### config.mk
export PLATFORM = sky130hd
export DESIGN_NAME = dma_write_engine
export DESIGN_NICKNAME = d
export VERILOG_FILES = /design/src/rtl/dma_write_engine.sv
export SDC_FILE = /design/constraint.sdc
export NUM_CORES = 1
export LEC_CHECK = 0
export ABC_AREA = 1
export CAP_MARGIN = 20
export CORE_ASPECT_RATIO = 1.25
export CORE_MARGIN = 2
export CORE_UTILIZATION = 42
export DETAILED_ROUTE_END_ITERATION = 10
export MAX_ROUTING_LAYER = met4
export PLACE_DENSITY = 0.77
export RECOVER_POWER = 25
export SLEW_MARGIN = 10
export SYNTH_ARGS = -nofsm -noshare
export SYNTH_HDL_FRONTEND = slang
export SYNTH_SLANG_ARGS = --single-unit
### constraint.sdc
create_clock -name clk -period 1.3 [get_ports clk]
set_clock_uncertainty 0.05 [all_clocks]
set_input_delay 0.26 -clock clk [delete_from_list [all_inputs] [get_ports clk]]
set_output_delay 0.26 -clock clk [all_outputs]
set_load 0.1 [all_outputs]
### src/rtl/dma_write_engine.sv
// dma_write_engine
//
// Descriptor-driven DMA write stage. A start command latches a base address
// and a word count; the engine then pops one word at a time from the
// upstream payload FIFO and writes it to the memory port at consecutive
// addresses, raising a one-cycle done pulse when the count is exhausted.
//
// Per-word sequence: READ (pop) -> CAPT (register FIFO data) -> WRITE (hold
// until accepted). At most one pop is ever outstanding, and fifo_rd_en is
// never raised while the FIFO reports empty.
//
// Optional feature macro: DMA_TIMEOUT_EN
//   defined   : a FIFO-starvation counter aborts the transfer after
//               TIMEOUT_CYC empty cycles in READ, pulsing err instead of done.
//   undefined : READ waits indefinitely for data and err is tied low.

module dma_write_engine #(
    parameter int ADDR_W      = 16,
    parameter int DATA_W      = 32,
    parameter int LEN_W       = 8,
    parameter int ADDR_STEP   = 4,
    parameter int TIMEOUT_CYC = 64
) (
    input  logic              clk,
    input  logic              rst,
    input  logic              start,
    input  logic [ADDR_W-1:0] base_addr,
    input  logic [LEN_W-1:0]  len,
    output logic              fifo_rd_en,
    input  logic [DATA_W-1:0] fifo_data,
    input  logic              fifo_empty_flag,
    output logic              mem_wr_en,
    output logic [ADDR_W-1:0] mem_addr,
    output logic [DATA_W-1:0] mem_wdata,
    input  logic              mem_ready,
    output logic              busy,
    output logic              done,
    output logic              err,
    output logic [LEN_W-1:0]  words_done
);

    typedef enum logic [2:0] {
        S_IDLE  = 3'd0,
        S_READ  = 3'd1,
        S_CAPT  = 3'd2,
        S_WRITE = 3'd3,
        S_DONE  = 3'd4
    } state_t;

    state_t            state_q, state_d;
    logic [ADDR_W-1:0] addr_q, addr_d;
    logic [DATA_W-1:0] wdata_q, wdata_d;
    logic [LEN_W-1:0]  remaining_q, remaining_d;
    logic [LEN_W-1:0]  words_done_q, words_done_d;
    logic              mem_wr_en_q, mem_wr_en_d;
    logic              busy_q, busy_d;
    logic              done_q, done_d;
    logic              pop;

`ifdef DMA_TIMEOUT_EN
    localparam int STARVE_W = $clog2(TIMEOUT_CYC + 1);
    logic [STARVE_W-1:0] starve_q, starve_d;
    logic                err_q, err_d;
`else
    // The starvation limit has no effect when the timeout is compiled out.
    if (TIMEOUT_CYC < 0) begin : g_timeout_unused
    end
`endif

    // A pop is only requested while waiting for a word and data is present.
    assign pop = (state_q == S_READ) && !fifo_empty_flag;

    // Next-state and datapath computation for the whole transfer sequence.
    always_comb begin
        state_d      = state_q;
        addr_d       = addr_q;
        wdata_d      = wdata_q;
        remaining_d  = remaining_q;
        words_done_d = words_done_q;
        mem_wr_en_d  = mem_wr_en_q;
        done_d       = 1'b0;
`ifdef DMA_TIMEOUT_EN
        starve_d     = '0;
        err_d        = 1'b0;
`endif

        case (state_q)
            S_IDLE: begin
                if (start) begin
                    words_done_d = '0;
                    if (len != '0) begin
                        addr_d      = base_addr;
                        remaining_d = len;
                        state_d     = S_READ;
                    end else begin
                        // Zero-length command: report completion without
                        // touching the FIFO or the memory port.
                        done_d  = 1'b1;
                        state_d = S_DONE;
                    end
                end
            end

            S_READ: begin
                if (pop) begin
                    state_d = S_CAPT;
                end
`ifdef DMA_TIMEOUT_EN
                else if (starve_q == STARVE_W'(TIMEOUT_CYC - 1)) begin
                    // Starved for the full limit: abort, keep partial count.
                    err_d   = 1'b1;
                    state_d = S_IDLE;
                end else begin
                    starve_d = starve_q + 1'b1;
                end
`endif
            end

            S_CAPT: begin
                // Popped data is valid this cycle; freeze it for the write.
                wdata_d     = fifo_data;
                mem_wr_en_d = 1'b1;
                state_d     = S_WRITE;
            end

            S_WRITE: begin
                if (mem_ready) begin
                    mem_wr_en_d  = 1'b0;
                    addr_d       = addr_q + ADDR_W'(ADDR_STEP);
                    remaining_d  = remaining_q - 1'b1;
                    words_done_d = words_done_q + 1'b1;
                    if (remaining_q == LEN_W'(1)) begin
                        done_d  = 1'b1;
                        state_d = S_DONE;
                    end else begin
                        state_d = S_READ;
                    end
                end
            end

            S_DONE: begin
                state_d = S_IDLE;
            end

            default: begin
                mem_wr_en_d = 1'b0;
                state_d     = S_IDLE;
            end
        endcase

        busy_d = (state_d != S_IDLE);
    end

    // State and registered outputs; reset abandons any transfer in flight.
    always_ff @(posedge clk or negedge rst) begin
        if (!rst) begin
            state_q      <= S_IDLE;
            addr_q       <= '0;
            wdata_q      <= '0;
            remaining_q  <= '0;
            words_done_q <= '0;
            mem_wr_en_q  <= 1'b0;
            busy_q       <= 1'b0;
            done_q       <= 1'b0;
`ifdef DMA_TIMEOUT_EN
            starve_q     <= '0;
            err_q        <= 1'b0;
`endif
        end else begin
            state_q      <= state_d;
            addr_q       <= addr_d;
            wdata_q      <= wdata_d;
            remaining_q  <= remaining_d;
            words_done_q <= words_done_d;
            mem_wr_en_q  <= mem_wr_en_d;
            busy_q       <= busy_d;
            done_q       <= done_d;
`ifdef DMA_TIMEOUT_EN
            starve_q     <= starve_d;
            err_q        <= err_d;
`endif
        end
    end

    assign fifo_rd_en = pop;
    assign mem_wr_en  = mem_wr_en_q;
    assign mem_addr   = addr_q;
    assign mem_wdata  = wdata_q;
    assign busy       = busy_q;
    assign done       = done_q;
    assign words_done = words_done_q;
`ifdef DMA_TIMEOUT_EN
    assign err        = err_q;
`else
    assign err        = 1'b0;
`endif

endmodule

-- Word level (Yosys, flattened, before mapping)
Cells that the tools add are included.
- bits in registers: 70
- bits of input ports: 61
- word-level logic and storage cells: 54
- bitwise operators: 1
- muxes and demuxes: 24
- reduce and logical (&&, ||, !) cells: 10
- add/sub/neg operators: 3
- equality and inequality tests: 8
- operators with widths (cell ; number):
    two-way mux 16 bit ; 3
    two-way mux 8 bit ; 5
    case mux 16 bit (2 select lines) ; 1
    case mux 8 bit (2 select lines) ; 2
    adder 16 x 3 -> 16 bit, second input constant ; 1
    two-way mux 3 bit ; 5
    case mux 3 bit (4 select lines) ; 1
    adder 8 x 1 -> 8 bit, second input constant ; 1
    == test 8 x 1 -> 1 bit, second input constant ; 1
    nonzero test 8 bit ; 1
    subtractor 8 x 1 -> 8 bit, second input constant ; 1
    == test 3 x 2 -> 1 bit, second input constant ; 2
    inequality test 2 bit, second input constant ; 3
    two-way mux 1 bit ; 5
    AND reduction 4 bit ; 1
    == test 3 x 1 -> 1 bit, second input constant ; 1
    == test 3 bit, second input constant ; 1
    zero test 3 bit ; 1
    case mux 1 bit (3 select lines) ; 1
    AND reduction 3 bit ; 1
    nonzero test 3 bit ; 1
    OR reduction 3 bit ; 1
    case mux 1 bit (2 select lines) ; 1
    AND reduction 2 bit ; 1
    4 further kinds ; 4

-- Logic depth before layout (Yosys ltp)
- depth in word-level cells: 5
- mapped depth: 9
- gate-level depth less buffers: 9

-- Worst setup path after synthesis
Ideal clock, no wire load.
- path kind: reg2reg
- start point: register addr_q[2], in the netlist mem_addr[2]
- end point: register addr_q[14], in the netlist mem_addr[14]
- data required time: 1130 ps
- setup slack: -799 ps
- clock period less this slack: 2099 ps
- path buffers: 0
- library setup time: 120 ps
- arrival time: 1929 ps
- cell stages (with the launch flop): 9
- cells stage by stage: dfrtp_1 > ha_1 > nand2_1 > nor2_1 > nand3_1 > nand2_1 > nand3_1 > nand2_1 > nand2_1
- word-level cells in the longest chain between the ends: 3
- ends and longest elaborated chain (item ; line ; RTL):
    start, declared ; 51 ; logic [ADDR_W-1:0] addr_q, addr_d;
    start signal, assigned ; 171 ; addr_q <= addr_d;
    adder 16 x 3 -> 16 bit ; 129 ; addr_d = addr_q + ADDR_W'(ADDR_STEP);
    two-way mux 16 bit ; 127 ; if (mem_ready) begin
    case mux 16 bit (2 select lines) ; 87 ; case (state_q)
Every way passes these cells. The select of a mux whose other input is x is not followed.
A chain may end at the register's enable or synchronous reset.

-- Worst setup path in the final report
- start point: register state_q[2]
- end point: output fifo_rd_en
- word-level cells in the longest chain between the ends: 2
- ends and longest elaborated chain (item ; line ; RTL):
    start, declared ; 50 ; state_t state_q, state_d;
    start signal, assigned ; 170 ; state_q <= state_d;
    == test 3 x 1 -> 1 bit ; 71 ; assign pop = (state_q == S_READ) && !fifo_empty_flag;
    logical AND 1 bit ; 71 ;
    end, declared ; 29 ; output logic fifo_rd_en,
Every way passes these cells.

==> metrics.log <==
INFO  metric timing.critical_path.to_type = primary output
INFO  metric std_cell_rows = 37
INFO  metric grt_pass1_vias = 4641
INFO  metric num_io_pins = 122
INFO  metric critical_path_required = 990 ps
INFO  metric cell_types_with_the_largest_area_share_after_synthesis = dfrtp_1 (48%), nand2_1 (24%), nor2_1 (5.2%)
INFO  metric post_drt_via_cell_ratio = 5.469
INFO  metric post-synth-top-count-cell = nand2_1
INFO  metric clkSlewWorstSetupHoldPaths = 80 ps
INFO  metric tritoncts_num_sinks = 70
INFO  metric violations = setup timing
INFO  metric max_cap_viol_count = 0
INFO  metric drt-met1-wl = 5235 um
INFO  metric drc = 0
INFO  metric track_usage = 30.72%
INFO  metric grt_pass1_wl = 21490 um
INFO  metric fp.coreArea = 8333 sq um
INFO  metric final.period_utilization = 130.4%
INFO  metric crit_type = reg -> out
INFO  metric start_kind = flop
INFO  metric synth_largest_area_cell = dfrtp_1
INFO  metric top_cells_by_instance_count_after_synthesis = nand2_1 (232), dfrtp_1 (70), nor2_1 (50)
INFO  metric dp_worst_setup_slack = -545.0 ps
INFO  metric wl_per_cell = 18.60 um
INFO  metric fmax = 589.8 MHz
INFO  metric maxUsedRoutingLayer = met4
INFO  metric relSlewSlack = 55.51%
INFO  metric synth_adder_area_share = 1.378%
INFO  metric status = finished, violations left
INFO  metric area_growth_syn_to_layout = 100.1%
INFO  metric place_hpwl = 7798 um
INFO  metric buffer_ports.inserted = 120
INFO  metric floorplan.die_area = 9412 sq um
INFO  metric syn_area_per_cell = 7.294 sq um
INFO  metric mappedNetlistNets = 563
INFO  metric post_drt_antenna_nets = 0
INFO  metric first_iteration_detailed_routing_drc_count = 279
INFO  metric via_count = 4490
INFO  metric min_from = fifo_data[12]
INFO  metric hold_class = in -> reg
INFO  metric report.final.setup_viol = 97
INFO  metric number_of_synthesized_register_bits = 70
INFO  metric grt.overflow.total = 0
INFO  metric post_synth_mux_area_share = 0%
INFO  metric insertedDiodeCount = 0
INFO  metric synth_compound_gate_area_share = 3.617%
INFO  metric finalWeightedCongestion = 0.8192
INFO  metric synth-async-reset-ratio = 100.0%
INFO  metric met3WireLength = 1240 um
INFO  metric drt_wl_total = 15270 um
INFO  metric clk_root_buffer_cell = clkbuf_8
INFO  metric period_minus_slack = 1695 ps
INFO  metric synthDistinctLibCells = 27
INFO  metric clock_tree.buffer_depth = 2
INFO  metric drt_pre_antenna_iters = 5
INFO  metric die_y = 108.0 um
INFO  metric die_width = 87.18 um
INFO  metric synth.top_cell.area_share = 48.23%
INFO  metric timing.final.ws_setup = -395.4 ps
INFO  metric cts_inserted_buffers = 9
INFO  metric grt_setup_unrepaired = true
INFO  metric start_util = 43.59%
INFO  metric timing_worst_slew_pin_value = 667.4 ps
INFO  metric hold_viol_final = 0
INFO  metric cp_max_fo = 2
INFO  metric ys.warnings.count = 0
INFO  metric grt_antenna_before_repair = 0
INFO  metric crit-reg2reg-launch = state_q[1]
INFO  metric cp_data_arrival_time = 1390 ps
INFO  metric fraction_of_the_mapped_netlist_area_in_simple_logic_gates = 39.61%
INFO  metric synth-seq-area-share = 48.23%
INFO  metric grt_max_degree = 71
INFO  metric totalNegativeSetupSlack = -20860 ps
INFO  metric nNetsFinal = 784
INFO  metric final_layout_size_suffix_gt1_share = 37.71%
INFO  metric final-max-slew-violation-count = 0
INFO  metric clkLatencyLatePin = 380 ps
INFO  metric cell_count_after_synthesis = 498
INFO  metric htree_levels = 3
INFO  metric met2WireLength = 8112 um
INFO  metric combinational_family_with_the_most_area_after_synthesis = simple AND/OR/NAND/NOR gates
INFO  metric worstSetupStartpoint = state_q[2]
INFO  metric synthesis.area = 3632 sq um
INFO  metric dominantRegCellSynth = dfrtp_1
INFO  metric synth_enable_flop_cells = 0
INFO  metric tritoncts_clock_tree = yes
INFO  metric post_synth_xor_xnor_area = 0.9645%
-- flip-flops by register name, indices dropped and copies added (netlist names) --
| name | flops |
|---|---|
| mem_wr_en | 1 |
| mem_addr | 16 |
| busy | 1 |
| words_done | 8 |
| done | 1 |
| mem_wdata | 32 |
| remaining_q | 8 |
| state_q | 3 |
-- cells in the final DEF (no fill, tap or decap), drive strengths merged, types with 2 or more instances in the layout --
cell / netlist / layout
nand3: 39 / 39
nand3b: 3 / 3
clkinv: 0 / 3
nor3: 2 / 2
buf: 10 / 158
clkdlybuf4s50: 0 / 59
dfrtp: 70 / 70
bufinv: 0 / 3
nand4: 7 / 7
nor2: 55 / 55
inv: 37 / 35
nand2: 236 / 240
o21ai: 22 / 22
clkbuf: 4 / 12
a21oi: 3 / 3
xnor2: 2 / 2
clkinvlp: 0 / 2
xor2: 2 / 2
ha: 4 / 4
-- final cells by class --
cell class / count / area, sq um
well taps: 97 / 121.4
repair buffers: 220 / 2856
multi-input cells: 381 / 2052
clock buffers: 10 / 127.6
inverters: 37 / 170.2
clock inverters: 6 / 111.4
fillers: 372 / 1066
flip-flops and latches: 70 / 1828
-- per-layer routing --
metal  GRT usage [%]  vias up
met3           7.939       72
met4           16.92        0
met1           31.87     2152
li1                -     1998
met2           52.56      268
met5               -        -
-- path summary, 6_finish.rpt --
kind / slack (ps) / endpoint / cells past startpoint
max in group asynchronous: 190 / mem_addr[11] / 3
min: 360 / mem_wdata[12] / 3
max: -400 / fifo_rd_en / 5
min reg2reg: 460 / remaining_q[6] / 2
max reg2reg: -390 / mem_addr[9] / 10
min in group asynchronous: 460 / mem_addr[5] / 3
-- stage by stage --
step | instances | utilization [%] | area (sq um) | hold slack [ps]
2_1_floorplan | 498 | - | 3814 | -85.59
3_3_place_gp | 732 | 71.04 | 5919 | 268.0
3_5_place_dp | 732 | 71.04 | 5919 | 274.4
4_1_cts | 800 | 82.72 | 6893 | 359.9
5_1_grt | 821 | 87.21 | 7267 | 371.1
6_report | 821 | 87.21 | 7267 | 364.7
-- critical path, cell delays in order, from the launching register on --
cell and delay, ps:
dfrtp_1 420, nor2_4 140, buf_6 110, nand3_4 70, clkinvlp_4 90, buf_12 170
-- kinds of logic after synthesis --
| group | after synthesis |
|---|---|
| AOI/OAI and AO/OA | 26 |
| and+or+nand+nor | 342 |
| DFF | 70 |
| adders and majority gates | 4 |
| xor gates and xnor gates | 4 |
| other | 1 |
| buffers and inverters | 51 |
-- timing repair --
item                                    CTS  global route
pin swaps                                14            11
hold buffers                              1             0
endpoints found under the setup margin   91           119
gates resized for setup                  61            43
setup buffers                            47            19
endpoints found under the hold margin    70             0
gates cloned                              5             4
Power is left out: the tool's default activity adds up to more than one toggle a clock period on the data nets, which glitch-free logic cannot reach.
